**src/rtl/rib_rr_arbiter.sv**
```systemverilog
`timescale 1ns/1ps
// rib_rr_arbiter: round-robin arbiter sharing the RIB slave bus among four masters, with
// bounded locking and core stall flag. Define RIB_ARB_URGENT_EN to add urgent_i preemption.
module rib_rr_arbiter #(
  parameter int unsigned          N_MASTER  = 4,
  parameter int unsigned          MAX_HOLD  = 16,
  parameter logic [N_MASTER-1:0]  CORE_MASK = 4'b0011
) (
  input  logic                         clk,
  input  logic                         rst_n,
  input  logic [N_MASTER-1:0]          req_i,
  input  logic [N_MASTER-1:0]          lock_i,
`ifdef RIB_ARB_URGENT_EN
  input  logic [N_MASTER-1:0]          urgent_i,
`endif
  output logic [N_MASTER-1:0]          grant_o,
  output logic [$clog2(N_MASTER)-1:0]  grant_idx_o,
  output logic                         grant_vld_o,
  output logic                         hold_flag_o
);

  localparam int unsigned IdxW     = $clog2(N_MASTER);
  localparam logic [7:0]  HoldLast = 8'(MAX_HOLD - 1);

  localparam logic [0:0] StIdle = 1'b0;
  localparam logic [0:0] StOwn  = 1'b1;

  logic [0:0]          state_q, state_d;
  logic [N_MASTER-1:0] grant_q, grant_d;
  logic [IdxW-1:0]     idx_q, idx_d;
  logic [IdxW-1:0]     ptr_q, ptr_d;
  logic [7:0]          cnt_q, cnt_d;

  logic [N_MASTER-1:0] urg;
  logic [N_MASTER-1:0] others;
  logic [IdxW-1:0]     win;
  logic                new_grant;
  logic                release_bus;

`ifdef RIB_ARB_URGENT_EN
  assign urg = urgent_i;
`else
  assign urg = '0;
`endif

  // Urgent requesters, if any, form the candidate set; otherwise all requesters do.
  function automatic logic [IdxW-1:0] rr_pick(input logic [N_MASTER-1:0] set,
                                              input logic [N_MASTER-1:0] urgent,
                                              input logic [IdxW-1:0]     ptr);
    logic [N_MASTER-1:0] cand;
    logic [IdxW-1:0]     idx;
    cand    = (|(set & urgent)) ? (set & urgent) : set;
    rr_pick = ptr;
    for (int i = N_MASTER - 1; i >= 0; i--) begin
      idx = ptr + IdxW'(i);
      if (cand[idx]) rr_pick = idx;
    end
  endfunction

  // In idle grant_q is zero, so others covers every requester.
  assign others = req_i & ~grant_q;
  assign win    = rr_pick(others, urg, ptr_q);

  always_comb begin
    state_d     = state_q;
    grant_d     = grant_q;
    idx_d       = idx_q;
    ptr_d       = ptr_q;
    cnt_d       = cnt_q;
    new_grant   = 1'b0;
    release_bus = 1'b0;

    case (state_q)
      StIdle: new_grant = |req_i;
      StOwn: begin
        if (!req_i[idx_q]) begin
          if (|others) new_grant = 1'b1;
          else         release_bus = 1'b1;
        end else if (!urg[idx_q] && |(others & urg)) begin
          new_grant = 1'b1;
        end else if (lock_i[idx_q] && (cnt_q < HoldLast)) begin
          cnt_d = cnt_q + 8'd1;
        end else if (|others) begin
          new_grant = 1'b1;
        end else if (cnt_q < HoldLast) begin
          cnt_d = cnt_q + 8'd1;
        end
      end
      default: release_bus = 1'b1;
    endcase

    if (new_grant) begin
      state_d = StOwn;
      grant_d = N_MASTER'(1) << win;
      idx_d   = win;
      ptr_d   = win + IdxW'(1);
      cnt_d   = '0;
    end else if (release_bus) begin
      state_d = StIdle;
      grant_d = '0;
      idx_d   = '0;
      cnt_d   = '0;
    end
  end

  always_ff @(posedge clk or negedge rst_n) begin
    if (!rst_n) begin
      state_q <= StIdle;
      grant_q <= '0;
      idx_q   <= '0;
      ptr_q   <= '0;
      cnt_q   <= '0;
    end else begin
      state_q <= state_d;
      grant_q <= grant_d;
      idx_q   <= idx_d;
      ptr_q   <= ptr_d;
      cnt_q   <= cnt_d;
    end
  end

  assign grant_o     = grant_q;
  assign grant_idx_o = idx_q;
  assign grant_vld_o = (state_q == StOwn);
  assign hold_flag_o = (|(req_i & CORE_MASK & ~grant_q)) & grant_vld_o &
                       ~(|(grant_q & CORE_MASK));

endmodule

```
**config.mk**
```make
export PLATFORM = sky130hd
export DESIGN_NAME = rib_rr_arbiter
export DESIGN_NICKNAME = d
export VERILOG_FILES = /design/src/rtl/rib_rr_arbiter.sv
export SDC_FILE = /design/constraint.sdc
export NUM_CORES = 1
export LEC_CHECK = 0
export BUFFER_PORTS_ARGS = -buffer_cell sky130_fd_sc_hd__clkbuf_2
export CORE_MARGIN = 5
export CORE_UTILIZATION = 50
export CTS_CLUSTER_DIAMETER = 100
export DETAILED_ROUTE_END_ITERATION = 16
export PLACE_DENSITY = 0.76
export SKIP_CTS_REPAIR_TIMING = 1
export SLEW_MARGIN = 20
export SYNTH_ARGS = -nofsm -noshare
export SYNTH_HDL_FRONTEND = slang
export SYNTH_SLANG_ARGS = --single-unit
```
**constraint.sdc**
```tcl
create_clock -name clk -period 2.15 [get_ports clk]
set_input_delay 0 -clock clk [delete_from_list [all_inputs] [get_ports clk]]
set_output_delay 0 -clock clk [all_outputs]
set_load 0.02 [all_outputs]
```
* Yosys cells after proc, flatten, opt, wreduce, memory -nomap -nowiden *
Index checks and enable logic that the tools add are counted.

word-level totals
  output and inout port bits = 8
  input bits = 10
  register bits after elaboration = 17

cells by class
  equality and inequality tests = 1
  add/subtract/negate cells = 5
  $lt $le $gt $ge = 6
  reductions and logical operators = 10
  bitwise gates (word level) = 7
  shift operators = 1
  muxes and demuxes = 36

operators with widths
  kind                                                        number
  2-to-1 mux 8 bit                                            7
  less-than comparator 2 x 3 -> 1 bit, second input constant  5
  2-to-1 mux 1 bit                                            14
  binary-select mux 1 bit (select 2 bit)                      6
  2-to-1 mux 2 bit                                            6
  OR reduction 4 bit                                          3
  adder 8 x 1 -> 8 bit, second input constant                 1
  less-than comparator 8 x 4 -> 1 bit, second input constant  1
  2-to-1 mux 4 bit                                            2
  nonzero test 3 bit                                          2
  adder 2 x 1 -> 2 bit, second input constant                 2
  adder 2 bit, second input constant                          2
  AND 2 x 4 -> 4 bit                                          1
  AND 4 bit                                                   1
  != test 4 x 3 -> 1 bit, second input constant               1
  inverter 4 bit                                              1
  AND reduction 4 bit                                         1
  nonzero test 4 bit                                          1
  << shifter 1 x 2 -> 4 bit, first input constant             1
  AND 1 bit                                                   2
  inverter 1 bit                                              2
  one-hot mux 1 bit (2 select lines)                          1
  nonzero test 2 bit                                          1
  OR reduction 2 bit                                          1
  logical AND 1 bit                                           1

* Logic depth before layout (Yosys ltp) *
  word-level depth = 10
  depth in mapped cells = 8
  gate-level depth less buffers = 7

* Worst setup path after synthesis *
No wires, ideal clock.

  kind = reg-to-reg
  start = reg grant_q[2] (netlist: grant_o[2])
  end = reg ptr_q[1]
  stages on the path, launching flop included = 9
  path buffers = 1
  data arrival time = 1.914 ns
  period minus slack after synthesis = 2.039 ns
  setup slack = 0.111 ns
  path through = dfrtp_1 -> nand2b_1 -> buf_2 -> o21ai_0 -> a22o_1 -> a22oi_1 -> inv_1 -> ha_1 -> mux2_4

between the ends
  longest elaborated chain between the ends = 9
  elaborated cells on any way between the ends = 20
  those cells by class = add/sub: 1; mux: 16; bitwise: 2; reduce/logical: 1

RTL lines
  what                                    RTL line  text
  from (decl)                             29        logic [N_MASTER-1:0] grant_q, grant_d;
  from (signal assigned)                  115       grant_q <= grant_d;
  inverter 4 bit (*)                      61        assign others = req_i & ~grant_q;
  AND 4 bit (*)                           61
  binary-select mux 1 bit (select 2 bit)  56        if (cand[idx]) rr_pick = idx;
  2-to-1 mux 1 bit (implied by the code)  56
  2-to-1 mux 2 bit (4 in series)          56
  adder 2 x 1 -> 2 bit                    96        ptr_d = win + IdxW'(1);
  to (signal assigned)                    117       ptr_q <= ptr_d;
  to (decl)                               31        logic [IdxW-1:0] ptr_q, ptr_d;

Every way passes the cells marked *; elsewhere a longest branch is shown, timed or not. The select of a mux whose other input is x is not followed.
A chain may end at the register's enable or synchronous reset.

* Worst setup path after layout *
  start = reg grant_q[0] (netlist: grant_o[0])
  end = reg ptr_q[1]

The elaborated chain is that of the path after synthesis.

==> out/qor.yml <==
synth:
  ys_ff_latch: 17
  synthDistinctLibCells: 38
  avgSynthCellArea_um2: 10.99
  yosysMostFrequentCell: "dfrtp_1"
  synth_top_area_share_pct: 41.62
  synth-edff-count: 0
  yosysTopAreaCell: "dfrtp_1"
  synth-seq-area-share_pct: 41.62
  synth_warnings: 0
  ys_async_sr_fraction_pct: 100.0
  synthTopCellsByArea: "dfrtp_1 42%, ha_1 6.1%, mux4_2 4.4%, a22o_1 4.3%, and2_1 4.3%"
  yosys-top-cells-count: "17 x dfrtp_1, 7 x and2_1, 7 x nand2_1"
  synth_cells: 93
  synthesis.area_um2: 1022
  syn_nets: 108
  synth_top_flop_cell: "dfrtp_1"
place:
  port_buffers: 17
  place_congestion: 0.8106
  dpl.hpwl_mm: 1.587
  place_inst: 136
  place_area_um2: 1132
global_route:
  grt_antenna_before_repair: 0
  grt_max_degree: 18
  first_global_vias: 775
  grt_pass1_wl_mm: 3.643
  grtUsageTotal_pct: 14.93
  overflow: 0
power_and_ir_drop:
  ir_worst_vdd_mv: 0.9693
  p_leak_nw: 0.5718
  p_per_area_nw_per_um2: 1288
  power_mw: 1.530
worst_setup_path:
  r2r-end: "ptr_q[1]"
  start_kind: "flip-flop"
  reg2reg_slack_ns: 0.13
  path_class: "reg -> reg"
  crit_required_ns: 2.35
  arrival_ns: 2.22
  reg2reg_depth: 7
  crit_path_end_kind: "flip-flop"
  worstReg2RegStart: "grant_o[0]"
  path_max_fanout: 7
routing:
  drtPass1Iterations: 4
  drc: 0
  routed_wl_mm: 2.132
  drt_iter0_markers: 18
  wire_per_inst_um: 14.91
  vias_per_cell: 5.643
  vias: 807
  antenna_left: 0
clock_network:
  path_clk_slew_ns: 0.10
  cts_htree_levels: 1
  ctsLongestPathBuffers: 2
  numCtsBuffers: 3
  cts-root-buf: "clkbuf_4"
  cts_tree: "built"
  clkLatencyLatePin_ns: 0.30
  cts_sinks: 17
sta:
  slew_headroom_pct: 59.64
  finalHoldViolCount: 0
  finalSetupTns_ns: 0
  layout_min_cycle_time_ns: 2.023
  timing.final.crit_share_pct: 94.09
  fin_worst_skew_ns: 0.001067
  worst_pin_slew_ns: 0.5998
  rsz0062_at_grt: "no"
  finalMaxSlewViolations: 0
  finalSetupViolCount: 0
  max_freq_mhz: 494.3
worst_hold_path:
  min-delay-path-class: "in -> reg"
  hold_depth: 3
  worstHoldStart: "req_i[2]"
  worstHoldEndpoint: "grant_vld_o"
cells_and_area:
  drive_above_1_share_pct: 31.03
  fin_cells: 143
  diodes: 0
  nets: 132
  syn_to_final_growth_pct: 16.16
  finalInstanceArea_um2: 1187
die:
  pin_count: 18
  die_w_um: 55.22
  core_area_um2: 1962
  die_area_um2: 3049
  rows: 16
  start_util_pct: 52.10
  fp.dieH_um: 55.22
outcome:
  status: "finished, final reports clean"
job:
  maxCapViolCount: 0
## metal layers
metal  GRT usage [%]  wire length (um)  part of all wire (%)
met5               0                 0                     0
met4           8.333                51                   2.4
met3           2.331               107                   5.0
met2           21.79               967                    45
met1           20.91              1005                    47
## registers in the layout, summed over array words and instances, names as in the netlist
signal	count
grant_vld_o	1
grant_idx_o	2
ptr_q	2
grant_o	4
cnt_q	8
## report_power, final
group          switching (mW)  internal, mW  total [mW]
Clock                   0.108        0.0695       0.178
Combinational           0.441         0.398       0.839
Sequential              0.106         0.407       0.513
## cells in the final DEF (no fill, tap or decap), types with 2 or more instances in the layout
cell type | synthesis | final
mux2_4 | 2 | 2
buf_4 | 0 | 3
mux4_2 | 2 | 2
o21ai_0 | 6 | 6
and2_1 | 7 | 7
nand3_1 | 2 | 2
o211ai_1 | 2 | 2
clkbuf_2 | 0 | 17
dfrtp_1 | 17 | 17
inv_1 | 3 | 3
clkbuf_4 | 0 | 3
ha_1 | 5 | 5
xor2_1 | 2 | 2
a21oi_1 | 2 | 2
nor4_1 | 3 | 3
a22o_1 | 5 | 5
nand2_1 | 7 | 7
nor2_1 | 3 | 3
nand2b_1 | 3 | 2
## cell type report
cell class | instances | area, um^2
inverter | 3 | 11.26
tap | 27 | 33.78
fill | 181 | 774.5
clock buffer | 3 | 22.52
sequential | 17 | 425.4
timing repair buffer | 21 | 117.6
clock inverter | 1 | 5.005
multi-input combinational | 71 | 571.8
## worst max path at each step
stage	from	endpoint	cells past startpoint
2_1_floorplan	grant_o[2]	ptr_q[1]	8
3_3_place_gp	grant_o[0]	ptr_q[1]	7
3_5_place_dp	grant_o[0]	ptr_q[1]	7
4_1_cts	grant_o[0]	ptr_q[1]	7
5_1_grt	grant_o[0]	ptr_q[1]	7
6_report	grant_o[0]	ptr_q[1]	7
## logic make-up (layout without fill, tap and decap cells)
kind of cell | Yosys count | count (layout) | synth area share, %
XOR/XNOR | 2 | 2 | 1.714
AND/OR/NAND/NOR | 37 | 37 | 21.79
buffers and inverters | 5 | 28 | 2.692
flip-flops | 17 | 17 | 41.62
AO/OA/AOI/OAI | 23 | 23 | 18.73
adder cells (fa/ha/maj) | 5 | 5 | 6.120
multiplexers | 4 | 4 | 7.344
## critical path: stages, from the launching register on
cell and delay [ns]:
dfrtp_1 0.42, nand2b_2 0.25, nor2_1 0.11, a21oi_1 0.05, o211ai_1 0.40, inv_1 0.13
ha_1 0.31, mux2_4 0.25
## metrics by stage
stage	util (%)	hold WS, ns	setup slack [ns]
global route	60.52	0.1168	0.008054
global placement	57.72	-0.04611	0.1654
CTS	59.12	-0.3808	0.1014
finish	60.52	0.1026	0.1271
detailed placement	57.72	-0.04089	0.1148
floorplan	-	-0.2956	0.1106
Note: power is estimated with default switching activity, not from simulation.
